--- config.mk ---
export PLATFORM = sky130hd
export DESIGN_NAME = mem_port_arbiter_flat
export DESIGN_NICKNAME = d
export VERILOG_FILES = /design/src/rtl/mem_port_arbiter_pkg.sv /design/src/rtl/mem_port_arbiter_if.sv /design/src/rtl/mem_port_arbiter.sv /design/src/flat_wrapper.sv
export SDC_FILE = /design/constraint.sdc
export NUM_CORES = 1
export LEC_CHECK = 0
export CAP_MARGIN = 20
export CORE_AREA = 8 8 99 101
export DETAILED_ROUTE_END_ITERATION = 8
export DIE_AREA = 0 0 107 109
export PLACE_DENSITY = 0.75
export SYNTH_ARGS = -nofsm -noshare
export SYNTH_HDL_FRONTEND = slang
export SYNTH_SLANG_ARGS = --single-unit
--- constraint.sdc ---
create_clock -name clk -period 2 [get_ports clk]
set_clock_uncertainty 0.2 [all_clocks]
set_input_delay 0.4 -clock clk [delete_from_list [all_inputs] [get_ports clk]]
set_output_delay 0.4 -clock clk [all_outputs]
set_load 0.01 [all_outputs]
--- src/rtl/mem_port_arbiter_pkg.sv ---
`default_nettype none
// ============================================================================
// Module   : mem_port_arbiter_pkg
// Desc     : Shared constants and helpers for the fetch/data memory arbiter.
// Revision : 1.0 - initial release
// ============================================================================
package mem_port_arbiter_pkg;

    localparam logic [1:0] c_ARB_IDLE    = 2'd0;
    localparam logic [1:0] c_ARB_WAIT_IF = 2'd1;
    localparam logic [1:0] c_ARB_WAIT_DM = 2'd2;

    localparam logic c_CHIP_ENABLE  = 1'b1;
    localparam logic c_CHIP_DISABLE = 1'b0;
    localparam logic c_WRITE_ENABLE = 1'b1;

    localparam int c_STARVE_W = 4;

    // Saturating increment used by the fetch-starvation counter.
    function automatic logic [c_STARVE_W-1:0] f_sat_inc(
        input logic [c_STARVE_W-1:0] value,
        input logic [c_STARVE_W-1:0] limit
    );
        return (value < limit) ? value + c_STARVE_W'(1) : limit;
    endfunction

endpackage
`default_nettype wire

--- src/rtl/mem_port_arbiter_if.sv ---
`default_nettype none
// ============================================================================
// Module   : mem_port_arbiter_if
// Desc     : Fetch port, data port and memory command bus of the arbiter.
// Revision : 1.0 - initial release
// ============================================================================
interface mem_port_arbiter_if #(
    parameter int ADDR_W = 32,
    parameter int DATA_W = 32
);
    localparam int c_SEL_W = DATA_W / 8;

    logic                if_req_i;
    logic [ADDR_W-1:0]   if_addr_i;
    logic [DATA_W-1:0]   if_data_o;
    logic                if_ack_o;

    logic                dm_req_i;
    logic                dm_we_i;
    logic [c_SEL_W-1:0]  dm_sel_i;
    logic [ADDR_W-1:0]   dm_addr_i;
    logic [DATA_W-1:0]   dm_wdata_i;
    logic [DATA_W-1:0]   dm_rdata_o;
    logic                dm_ack_o;

    logic                mem_ce_o;
    logic                mem_we_o;
    logic [c_SEL_W-1:0]  mem_sel_o;
    logic [ADDR_W-1:0]   mem_addr_o;
    logic [DATA_W-1:0]   mem_wdata_o;
    logic [DATA_W-1:0]   mem_rdata_i;

    logic                stallreq_o;

    // Arbiter side.
    modport slave (
        input  if_req_i, if_addr_i,
        input  dm_req_i, dm_we_i, dm_sel_i, dm_addr_i, dm_wdata_i,
        input  mem_rdata_i,
        output if_data_o, if_ack_o,
        output dm_rdata_o, dm_ack_o,
        output mem_ce_o, mem_we_o, mem_sel_o, mem_addr_o, mem_wdata_o,
        output stallreq_o
    );

    // Core plus memory side.
    modport master (
        output if_req_i, if_addr_i,
        output dm_req_i, dm_we_i, dm_sel_i, dm_addr_i, dm_wdata_i,
        output mem_rdata_i,
        input  if_data_o, if_ack_o,
        input  dm_rdata_o, dm_ack_o,
        input  mem_ce_o, mem_we_o, mem_sel_o, mem_addr_o, mem_wdata_o,
        input  stallreq_o
    );

endinterface
`default_nettype wire

--- src/rtl/mem_port_arbiter.sv ---
`default_nettype none
// ============================================================================
// Module   : mem_port_arbiter
// Desc     : Shares one single-port synchronous RAM between instruction fetch
//            and data access; one access per two cycles, data port preferred.
// Revision : 1.0 - initial release
// ============================================================================
module mem_port_arbiter
    import mem_port_arbiter_pkg::*;
#(
    parameter int ADDR_W     = 32,
    parameter int DATA_W     = 32,
    parameter int STARVE_MAX = 4
) (
    input wire                clk,
    input wire                rst,
    mem_port_arbiter_if.slave bus
);

    localparam int                    c_SEL_W       = DATA_W / 8;
    localparam logic [c_SEL_W-1:0]    c_MEM_SEL_ALL = '1;
    localparam logic [c_STARVE_W-1:0] c_STARVE_MAX  = c_STARVE_W'(STARVE_MAX);

    logic [1:0]            r_state;
    logic [1:0]            w_state_next;
    logic [c_STARVE_W-1:0] r_starve_cnt;
    logic                  r_we;

    logic                  w_idle;
    logic                  w_fetch_due;
    logic                  w_grant_dm;
    logic                  w_grant_if;

    logic                  w_if_ack;
    logic [DATA_W-1:0]     w_if_data;
    logic                  w_dm_ack;
    logic [DATA_W-1:0]     w_dm_rdata;
    logic                  w_mem_ce;
    logic                  w_mem_we;
    logic [c_SEL_W-1:0]    w_mem_sel;
    logic [ADDR_W-1:0]     w_mem_addr;
    logic [DATA_W-1:0]     w_mem_wdata;
    logic                  w_stallreq;

    // Data normally wins (older instruction); a fetch starved too long wins instead.
    assign w_idle      = (r_state == c_ARB_IDLE);
    assign w_fetch_due = bus.if_req_i & (r_starve_cnt == c_STARVE_MAX);
    assign w_grant_dm  = w_idle & bus.dm_req_i & ~w_fetch_due;
    assign w_grant_if  = w_idle & bus.if_req_i & ~w_grant_dm;

    always_ff @(posedge clk) begin
        if (rst) begin
            r_state <= c_ARB_IDLE;
        end else begin
            r_state <= w_state_next;
        end
    end

    always_comb begin
        w_state_next = r_state;
        case (r_state)
            c_ARB_IDLE: begin
                if (w_grant_dm) begin
                    w_state_next = c_ARB_WAIT_DM;
                end else if (w_grant_if) begin
                    w_state_next = c_ARB_WAIT_IF;
                end
            end
            c_ARB_WAIT_IF: w_state_next = c_ARB_IDLE;
            c_ARB_WAIT_DM: w_state_next = c_ARB_IDLE;
            default:       w_state_next = c_ARB_IDLE;
        endcase
    end

    always_comb begin
        w_if_ack    = 1'b0;
        w_if_data   = '0;
        w_dm_ack    = 1'b0;
        w_dm_rdata  = '0;
        w_mem_ce    = c_CHIP_DISABLE;
        w_mem_we    = 1'b0;
        w_mem_sel   = '0;
        w_mem_addr  = '0;
        w_mem_wdata = '0;
        if (!rst) begin
            case (r_state)
                c_ARB_IDLE: begin
                    if (w_grant_dm) begin
                        w_mem_ce    = c_CHIP_ENABLE;
                        w_mem_we    = bus.dm_we_i;
                        w_mem_sel   = bus.dm_sel_i;
                        w_mem_addr  = bus.dm_addr_i;
                        w_mem_wdata = bus.dm_wdata_i;
                    end else if (w_grant_if) begin
                        w_mem_ce    = c_CHIP_ENABLE;
                        w_mem_sel   = c_MEM_SEL_ALL;
                        w_mem_addr  = bus.if_addr_i;
                    end
                end
                c_ARB_WAIT_IF: begin
                    w_if_ack  = 1'b1;
                    w_if_data = bus.mem_rdata_i;
                end
                c_ARB_WAIT_DM: begin
                    w_dm_ack   = 1'b1;
                    w_dm_rdata = (r_we == c_WRITE_ENABLE) ? '0 : bus.mem_rdata_i;
                end
                default: ;
            endcase
        end
    end

    assign w_stallreq = ~rst & ((bus.if_req_i & ~w_if_ack) | (bus.dm_req_i & ~w_dm_ack));

    // A low fetch request means nobody is starving, so the count restarts.
    always_ff @(posedge clk) begin
        if (rst) begin
            r_starve_cnt <= '0;
        end else if (!bus.if_req_i || w_grant_if) begin
            r_starve_cnt <= '0;
        end else if (w_grant_dm) begin
            r_starve_cnt <= f_sat_inc(r_starve_cnt, c_STARVE_MAX);
        end
    end

    always_ff @(posedge clk) begin
        if (rst) begin
            r_we <= 1'b0;
        end else if (w_grant_dm) begin
            r_we <= bus.dm_we_i;
        end
    end

    assign bus.if_ack_o    = w_if_ack;
    assign bus.if_data_o   = w_if_data;
    assign bus.dm_ack_o    = w_dm_ack;
    assign bus.dm_rdata_o  = w_dm_rdata;
    assign bus.mem_ce_o    = w_mem_ce;
    assign bus.mem_we_o    = w_mem_we;
    assign bus.mem_sel_o   = w_mem_sel;
    assign bus.mem_addr_o  = w_mem_addr;
    assign bus.mem_wdata_o = w_mem_wdata;
    assign bus.stallreq_o  = w_stallreq;

endmodule
`default_nettype wire

--- src/flat_wrapper.sv ---
// flat-port wrapper written by rule: the top's interface ports become plain ports
module mem_port_arbiter_flat import mem_port_arbiter_pkg::*;
#(
    parameter int ADDR_W     = 32,
    parameter int DATA_W     = 32,
    parameter int STARVE_MAX = 4
)
  (clk, rst, bus_if_req_i, bus_if_addr_i, bus_dm_req_i, bus_dm_we_i, bus_dm_sel_i, bus_dm_addr_i, bus_dm_wdata_i, bus_mem_rdata_i, bus_if_data_o, bus_if_ack_o, bus_dm_rdata_o, bus_dm_ack_o, bus_mem_ce_o, bus_mem_we_o, bus_mem_sel_o, bus_mem_addr_o, bus_mem_wdata_o, bus_stallreq_o);
  mem_port_arbiter_if #(.ADDR_W(ADDR_W), .DATA_W(DATA_W)) bus_i ();
  input wire clk;
  input wire rst;
  input wire logic [$bits(bus_i.if_req_i)-1:0] bus_if_req_i;
  input wire logic [$bits(bus_i.if_addr_i)-1:0] bus_if_addr_i;
  input wire logic [$bits(bus_i.dm_req_i)-1:0] bus_dm_req_i;
  input wire logic [$bits(bus_i.dm_we_i)-1:0] bus_dm_we_i;
  input wire logic [$bits(bus_i.dm_sel_i)-1:0] bus_dm_sel_i;
  input wire logic [$bits(bus_i.dm_addr_i)-1:0] bus_dm_addr_i;
  input wire logic [$bits(bus_i.dm_wdata_i)-1:0] bus_dm_wdata_i;
  input wire logic [$bits(bus_i.mem_rdata_i)-1:0] bus_mem_rdata_i;
  output wire logic [$bits(bus_i.if_data_o)-1:0] bus_if_data_o;
  output wire logic [$bits(bus_i.if_ack_o)-1:0] bus_if_ack_o;
  output wire logic [$bits(bus_i.dm_rdata_o)-1:0] bus_dm_rdata_o;
  output wire logic [$bits(bus_i.dm_ack_o)-1:0] bus_dm_ack_o;
  output wire logic [$bits(bus_i.mem_ce_o)-1:0] bus_mem_ce_o;
  output wire logic [$bits(bus_i.mem_we_o)-1:0] bus_mem_we_o;
  output wire logic [$bits(bus_i.mem_sel_o)-1:0] bus_mem_sel_o;
  output wire logic [$bits(bus_i.mem_addr_o)-1:0] bus_mem_addr_o;
  output wire logic [$bits(bus_i.mem_wdata_o)-1:0] bus_mem_wdata_o;
  output wire logic [$bits(bus_i.stallreq_o)-1:0] bus_stallreq_o;
  assign bus_i.if_req_i = bus_if_req_i;
  assign bus_i.if_addr_i = bus_if_addr_i;
  assign bus_i.dm_req_i = bus_dm_req_i;
  assign bus_i.dm_we_i = bus_dm_we_i;
  assign bus_i.dm_sel_i = bus_dm_sel_i;
  assign bus_i.dm_addr_i = bus_dm_addr_i;
  assign bus_i.dm_wdata_i = bus_dm_wdata_i;
  assign bus_i.mem_rdata_i = bus_mem_rdata_i;
  assign bus_if_data_o = bus_i.if_data_o;
  assign bus_if_ack_o = bus_i.if_ack_o;
  assign bus_dm_rdata_o = bus_i.dm_rdata_o;
  assign bus_dm_ack_o = bus_i.dm_ack_o;
  assign bus_mem_ce_o = bus_i.mem_ce_o;
  assign bus_mem_we_o = bus_i.mem_we_o;
  assign bus_mem_sel_o = bus_i.mem_sel_o;
  assign bus_mem_addr_o = bus_i.mem_addr_o;
  assign bus_mem_wdata_o = bus_i.mem_wdata_o;
  assign bus_stallreq_o = bus_i.stallreq_o;
  mem_port_arbiter #(.ADDR_W(ADDR_W), .DATA_W(DATA_W), .STARVE_MAX(STARVE_MAX)) u_core (.clk(clk), .rst(rst), .bus(bus_i));
endmodule
## Word-level counts from Yosys, hierarchy flattened

Index checks and enable logic that the tools add are counted.

- Register bits after elaboration: 7
- Input port bits: 137
- Logic and storage cells: 61

- $add $sub $neg: 1
- $lt $le $gt $ge: 1
- Eq/ne operators: 3
- Mux-type cells: 30
- Bitwise operators: 15
- Reductions and logical operators: 7

Operators with widths:

| cell | count |
|---|---|
| $mux W32 | 12 |
| $mux W4 | 5 |
| $mux W1 | 11 |
| $and A1 B1 Y1 | 8 |
| $not A1 Y1 | 6 |
| $add A4 B1 Y4 const B | 1 |
| $eq A4 B3 Y1 const B | 1 |
| $lt A4 B3 Y1 const B | 1 |
| $mux W2 | 2 |
| $reduce_or A2 Y1 | 2 |
| $reduce_or A3 Y1 | 1 |
| $eq A2 B1 Y1 const B | 1 |
| $eq A2 B2 Y1 const B | 1 |
| $logic_not A2 Y1 | 1 |
| $reduce_bool A2 Y1 | 1 |
| $logic_not A1 Y1 | 1 |
| $logic_or A1 B1 Y1 | 1 |
| $or A1 B1 Y1 | 1 |

## Depth between registers and ports, before layout

Gate-level depths: netlist (run 1).

- Depth in word-level cells: 10
- Gate-level depth with buffers: 7
- Depth with buffers taken out: 5

## Least setup slack after synthesis (run 1)

OpenSTA, ideal clock, no wires.

- Path type: register -> output
- Start: register u_core.r_starve_cnt[0]
- End: output port bus_mem_wdata_o[24]
- Arrival time: 1396 ps
- Required time: 1400 ps
- Path slack: 4 ps
- Cell stages (with the launch flop): 8
- Buffers on the path: 2
- Cells stage by stage: dfxtp_1 -> inv_1 -> ha_1 -> and3b_1 -> a21oi_2 -> buf_6 -> buf_4 -> and3_1

- Word-level cells in the longest chain between the ends: 7

Ends and longest elaborated chain:

| item | line | text |
|---|---|---|
| start, declared | mem_port_arbiter.sv:26 | `logic [c_STARVE_W-1:0] r_starve_cnt;` |
| start signal, assigned | mem_port_arbiter.sv:122 | `r_starve_cnt <= f_sat_inc(r_starve_cnt, c_STARVE_MAX);` |
| $eq A4 B3 Y1 | mem_port_arbiter.sv:47 | `assign w_fetch_due = bus.if_req_i & (r_starve_cnt == c_STARVE_MAX);` |
| $and A1 B1 Y1 | mem_port_arbiter.sv:47 |  |
| $not A1 Y1 | mem_port_arbiter.sv:48 | `assign w_grant_dm = w_idle & bus.dm_req_i & ~w_fetch_due;` |
| $and A1 B1 Y1 | mem_port_arbiter.sv:48 |  |
| $mux W32 | mem_port_arbiter.sv:88 | `if (w_grant_dm) begin` |
| $mux W32 | mem_port_arbiter.sv:86 | `case (r_state)` |
| $mux W32 | mem_port_arbiter.sv:85 | `if (!rst) begin` |
| end, declared | flat_wrapper.sv:28 | `output wire logic [$bits(bus_i.mem_wdata_o)-1:0] bus_mem_wdata_o;` |

No other way between the ends.

## Final worst setup path (run 1)

- Start: register u_core.r_starve_cnt[1]
- End: output port bus_mem_wdata_o[3]

Same word-level chain as after synthesis.

==> results of run 1 <==
[state kept, by name, summed over array words and instances, names as in the netlist]
| signal | flops |
|---|---|
| u_core.r_state | 2 |
| u_core.r_we | 1 |
| u_core.r_starve_cnt | 4 |
[worst max-delay path by stage]
stage / from / end / slack, ns / depth (start not counted)
after floorplan: u_core.r_starve_cnt[0]$_SDFFE_PP0P_ / bus_mem_wdata_o[24] / 0.004 / 7
after global placement: rst / bus_mem_sel_o[0] / -0.84 / 5
after detailed placement: rst / bus_mem_sel_o[0] / -0.84 / 5
after CTS: u_core.r_starve_cnt[1]$_SDFFE_PP0P_ / bus_mem_wdata_o[30] / -0.37 / 9
after global routing: u_core.r_starve_cnt[1]$_SDFFE_PP0P_ / bus_mem_wdata_o[3] / -0.43 / 8
final: u_core.r_starve_cnt[1]$_SDFFE_PP0P_ / bus_mem_wdata_o[3] / -0.36 / 8
[where the power goes]
part / internal (mW) / switching (mW) / total, mW
combinational: 0.600 / 0.394 / 0.995
sequential: 0.145 / 0.00431 / 0.149
clock: 0.138 / 0.0625 / 0.201
[logic make-up after synthesis]
family | synth area share [%]
AND/OR/NAND/NOR | 64.2
flip-flops | 8.04
buffers and inverters | 12.0
AO/OA/AOI/OAI | 14.4
adder cells (fa/ha/maj) | 1.44
[cell type report]
type | instances | share of cell area, %
clock buffers | 4 | 0.801
multi-input cells | 236 | 32.5
inverters | 5 | 0.334
flip-flops and latches | 7 | 2.63
well taps | 108 | 2.40
repair buffers | 344 | 61.3
[worst reg2reg max path, delay by kind of cell (launching register included)]
kind | cells | cell delay [ns]
compound gates | 2 | 0.30
simple gates | 1 | 0.21
fa+ha+maj | 1 | 0.13
buf+inv | 4 | 0.48
flops | 1 | 0.32
[synth_stat cells, drive strengths merged, types with 3 or more instances]
master,instances
inv,5
a21oi,8
o21ai,36
nand2b,3
and3,33
clkbuf,23
nor3,3
buf,14
nand2,5
dfxtp,7
and2,64
nand3,32
nand4,34
nor2,8
[layer usage]
metal	share of wire (%)	vias up	track usage [%]
met2	53	221	42.4
met5	0.25	-	0
met4	2.1	6	7.74
met3	11	30	9.81
li1	-	1644	-
met1	34	1610	22.1
[what timing repair did]
item	4_1_cts	5_1_grt
pin swaps	60	38
resized for setup	699	144
gates cloned	12	2
endpoints found under the setup margin	137	136
setup buffers	35	2
[metrics by stage]
| step | util (%) | TNS (ns) |
|---|---|---|
| after floorplan | - | 0 |
| after global placement | 56.3 | -97.89 |
| after detailed placement | 56.3 | -101.09 |
| after CTS | 61.8 | -28.18 |
| after global routing | 67.1 | -31.73 |
| final | 67.1 | -22.46 |
==> metrics.txt, run 1 <==
outcome=finished with violations; violated checks=setup timing; synthesized area=around 1700 um^2; CP required=1.40 ns; max-cap viol count=0; reg2reg path depth=8; #FFs+latches synth=7; Max VDD drop=approximately 0.17 mV; register area share after synthesis=~8.0%; Die W=107 um; most frequent cells in the layout=clkdlybuf4s50_1, buf_6, and2_4; DRT Pass-1 Iters=4; htree depth=1; final hold viol count=0; proportion of layout cells with a drive suffix above 1=between 50% and 60%; delay-heaviest family, CP=buffers and inverters; yosys warns=0; CTS Buffer Depth=2; Slowest cell on crit path=dfxtp_2; # placed instances=between 600 and 700; vias in the first global route=roughly 3.7k; CP Class=flip-flop to output port; Initial Util=20.8%; hold path start=u_core.r_starve_cnt[0]$_SDFFE_PP0P_; leakage=2.59 nW; global route overflow=0; fillers=roughly 690; average cell area after synthesis=slightly above 6 um^2; Placement Cell Area=around 4700 um^2; first-pass GRT wire length=between 20 and 25 mm; Tot GR Track Use=22.8%; clk root buf=clkbuf_8; Core Region=approximately 8400 um^2; Post-synth EDFFs=0; clock sinks=7; pin count of the biggest net entering global routing=29; Worst-Skew Late Latency=0.23 ns; CP arrival=~1.8 ns; FMAX=0.425 GHz; Synth-to-Final Area Change=222%; top cells by area, synth=and2_1, nand4_1, and3_1; Via Count=3511; worst-path cell chain=inv_2, ha_4, and3b_2, a21oi_4, buf_6, clkbuf_16, and3_4, buf_6; startpoint types=flip-flop; fin area=between 5000 and 6000 um^2; CTS tree=yes; min-delay worst type=flip-flop to flip-flop; setup slack, reg-to-reg=0.27 ns; vias per std cell=roughly 5; DR WL/cell=roughly 21 um; Total Power=1.34 mW; Residual DRC=0; die area=approximately 12000 um^2; Clock Pin Slew Worst Setup and Hold Paths=0.04 ns; Crit path top cell by count=buf_6; Non-Filler Instances=about 700; ANT cells=0; pre-CTS WS=-0.838 ns; Hold EP=u_core.r_starve_cnt[0]$_SDFFE_PP0P_; ys flop type=dfxtp_1; r2r startpoint=u_core.r_starve_cnt[1]$_SDFFE_PP0P_; Chip Height=between 100 and 150 um; antenna viol nets, final=0; top cell type's share of synthesized area=around 23%; Worst Setup End Kind=output port; RePlAce Congestion=around 0.80; Ports=between 200 and 300; port buffer count=~270; Mapped Nets=~420; Multi-input gate area=roughly 1800 um^2; Hold Path Depth=3; WHS=roughly 0.37 ns; fin nets=around 740; Num CTS Buffers=3; fin crit share=118%; relative slew slack=76.6%; Final Max Tran Viols=0; Netlist cell types=31; Syn Inst Count=285; iteration-0 DRC count of the detailed router=about 120; initial antenna violation count=3; area leader, netlist=and2_1; final setup violation count=125; crit path buf inv count=4; worst-margin pin slew=~0.35 ns; flip-flop and latch area=approximately 150 um^2; R2R Path End=u_core.r_we$_SDFFE_PP0P_; # rows=34; fin crit period=between 2 and 2.5 ns; crit-path max FO=8; RSZ-0062 raised after global routing=yes; most common cell after layout, fill and taps aside=clkdlybuf4s50_1; Worst Slack Setup Final=-0.355 ns; hold buffer count at CTS=0; pwr/cell area=roughly 240 nW/um^2; Total Wirelength=~15 mm; CP peak stage delay=0.33 ns; HPWL after DPL=between 10 and 15 mm; async set or reset register ratio after synthesis=0%
Note: power is estimated with default switching activity, not from simulation.
==> inputs of run 2 (changes only) <==
- PLACE_DENSITY: 0.75 -> 0.77
==> run 2 against run 1 <==
Effect of this change:
- critical endpoint is now bus_mem_wdata_o[21]
- critical path depth is 1 higher
- routed wire length is 7.9% lower
- largest power group unchanged
- setup slack worse by 0.060 ns
- the run still ends with setup timing left
- utilization is 2.0 points lower
- non-clock buffer count is 9 higher
==> metrics.txt, run 2 (synthesis gave the netlist of run 1 again) <==
largest registers=u_core.r_starve_cnt x4, u_core.r_state x2, u_core.r_we x1; final setup violation count=111 (-11%); Core Region=8380 um^2 (unchanged); most frequent cells in the layout=clkdlybuf4s50_1, buf_2, buf_6; Hold EP=u_core.r_starve_cnt[0]$_SDFFE_PP0P_; vias per std cell=4.84 (-3.0%); setup_tns=-24.71 ns (-2.25 ns); max-cap viol count=0 (unchanged); CP arrival=1.82 ns (+0.06 ns); iteration-0 DRC count of the detailed router=171 (+47%); hold buffer count at CTS=0 (unchanged); global route overflow=0 (unchanged); DRT Pass-1 Iters=4 (unchanged); CP required=1.40 ns (about the same); max reg flops=4 (unchanged); pre-CTS WS=-0.824 ns (+0.0139 ns); ANT cells=0 (unchanged); final hold viol count=0 (unchanged); startpoint types=flip-flop; DR WL/cell=19.2 um (-9.1%); Chip Height=109 um (unchanged); first-pass GRT wire length=19.6 mm (-6.3%); port buffer count=273 (unchanged); antenna viol nets, final=0 (unchanged); Tot GR Track Use=21.0% (-1.8 points); die area=11700 um^2 (unchanged); fin crit share=121% (+3.0 points); proportion of layout cells with a drive suffix above 1=49.8% (-7.3 points); Via Count=3449 (-1.8%); pwr/cell area=243 nW/um^2 (+1.6%); RSZ-0062 raised after global routing=yes; RePlAce Congestion=0.802 (+0.66%); r2r startpoint=u_core.r_starve_cnt[1]$_SDFFE_PP0P_; most common cell after layout, fill and taps aside=clkdlybuf4s50_1; vias in the first global route=3546 (-3.7%); Worst Slack Setup Final=-0.416 ns (-0.0603 ns); outcome=finished with violations; Worst-Skew Late Latency=0.23 ns (about the same); Initial Util=20.8% (unchanged); relative slew slack=76.5% (-0.093 points); CP Class=flip-flop to output port; Biggest register=u_core.r_starve_cnt; violated checks=setup timing; Clock Pin Slew Worst Setup and Hold Paths=0.04 ns (about the same); FMAX=0.414 GHz (-2.5%); clk root buf=clkbuf_8; pin count of the biggest net entering global routing=31 (+6.9%); Placement Cell Area=4780 um^2 (+1.4%); fin crit period=2.42 ns (+0.0603 ns); worst-margin pin slew=0.351 ns (+0.00139 ns); hold path start=u_core.r_starve_cnt[0]$_SDFFE_PP0P_; R2R Path End=u_core.r_we$_SDFFE_PP0P_; setup slack, reg-to-reg=0.10 ns (-0.17 ns); Final Max Tran Viols=0 (unchanged); HPWL after DPL=10.1 mm (-6.5%); CTS Buffer Depth=2 (unchanged); leakage=2.60 nW (+0.38%); Max VDD drop=0.153 mV (-11%); fin nets=745 (+1.2%); CTS tree=yes; clock sinks=7 (unchanged); Total Wirelength=13.7 mm (-7.9%); # rows=34 (unchanged); min-delay worst type=flip-flop to flip-flop; crit-path max FO=6 (-2); Num CTS Buffers=3 (unchanged); Residual DRC=0 (unchanged); reg2reg path depth=10 (+2); Ports=274 (unchanged); Worst Setup End Kind=output port; Hold Path Depth=3 (unchanged); Layout Utilization=65.0% (-2.0 points); Synth-to-Final Area Change=213%; Die W=107 um (unchanged); htree depth=1 (unchanged); fin area=5450 um^2 (-3.0%); initial antenna violation count=0 (-3)
==> run 2: cell count changes in the layout (fill, tap and decap cells not counted), moves of 5 or more <==
cell,previous run,this run
buf_2,54,85
and3_4,18,10
buf_12,6,12
and2_4,62,38
buf_16,2,7
o21ai_1,7,20
buf_6,117,79
o21ai_2,25,11
and3_1,15,23
and2_1,2,26
buf_4,22,28
==> run 2: routing by layer <==
layer  up-vias  routed length, um  share of wire, %  track usage, %
met5         -                  0                 0               0
met4         0                208               1.5            4.32
met3        19               1320               9.6            7.62
met2       200               7420                54            41.3
met1      1573               4740                35            20.4
li1       1657                  -                 -               -
==> run 2: critical path, stage by stage, from the launching register on <==
cell	delay (ns)
dfxtp_2	0.33
inv_2	0.04
ha_4	0.15
and3b_2	0.22
a21oi_4	0.16
buf_6	0.13
buf_12	0.14
clkbuf_16	0.14
and3_1	0.15
buf_2	0.13
==> run 2: repair_timing <==
item / in CTS / in global routing
gates cloned: 11 / 4
setup buffers: 29 / 7
endpoints found under the setup margin: 137 / 137
pin swaps: 50 / 21
resized for setup: 668 / 76
==> run 2: through the flow <==
| stage | power [mW] | hold WS [ns] | cells |
|---|---|---|---|
| after CTS | 1.27 | 0.331 | 707 |
| after detailed placement | 0.984 | 0.311 | 663 |
| after floorplan | 0.417 | 0.266 | 285 |
| after global routing | 1.40 | 0.347 | 713 |
| after global placement | 0.972 | 0.284 | 663 |
| final | 1.32 | 0.328 | 713 |
==> run 2: how the worst max path moves through the flow <==
stage	from	to	slack (ns)
after global placement	rst	bus_mem_wdata_o[0]	-0.82
after global routing	u_core.r_starve_cnt[1]$_SDFFE_PP0P_	bus_mem_wdata_o[13]	-0.47
after detailed placement	rst	bus_mem_wdata_o[30]	-0.82
after floorplan	u_core.r_starve_cnt[0]$_SDFFE_PP0P_	bus_mem_wdata_o[24]	0.004
after CTS	u_core.r_starve_cnt[1]$_SDFFE_PP0P_	bus_mem_wdata_o[21]	-0.39
final	u_core.r_starve_cnt[1]$_SDFFE_PP0P_	bus_mem_wdata_o[21]	-0.42
==> run 2: area by class of cell <==
type,instances,area [um^2]
fill,701,2930
tap,108,135
timing repair buffer,353,3430
multi-input combinational,236,1670
sequential,7,150
inverter,5,18.8
clock buffer,4,45.0
==> run 2: power by group <==
part | internal (mW) | total (mW) | switching, mW | leakage [nW]
clock | 0.138 | 0.202 | 0.0641 | 0.0228
sequential | 0.144 | 0.150 | 0.00609 | 0.0593
combinational | 0.597 | 0.972 | 0.376 | 2.52
==> inputs of run 3 (changes only) <==
- SLEW_MARGIN: default -> 20
==> results of run 3 <==
The final DEF is identical to that of run 2; final timing and power are the same.
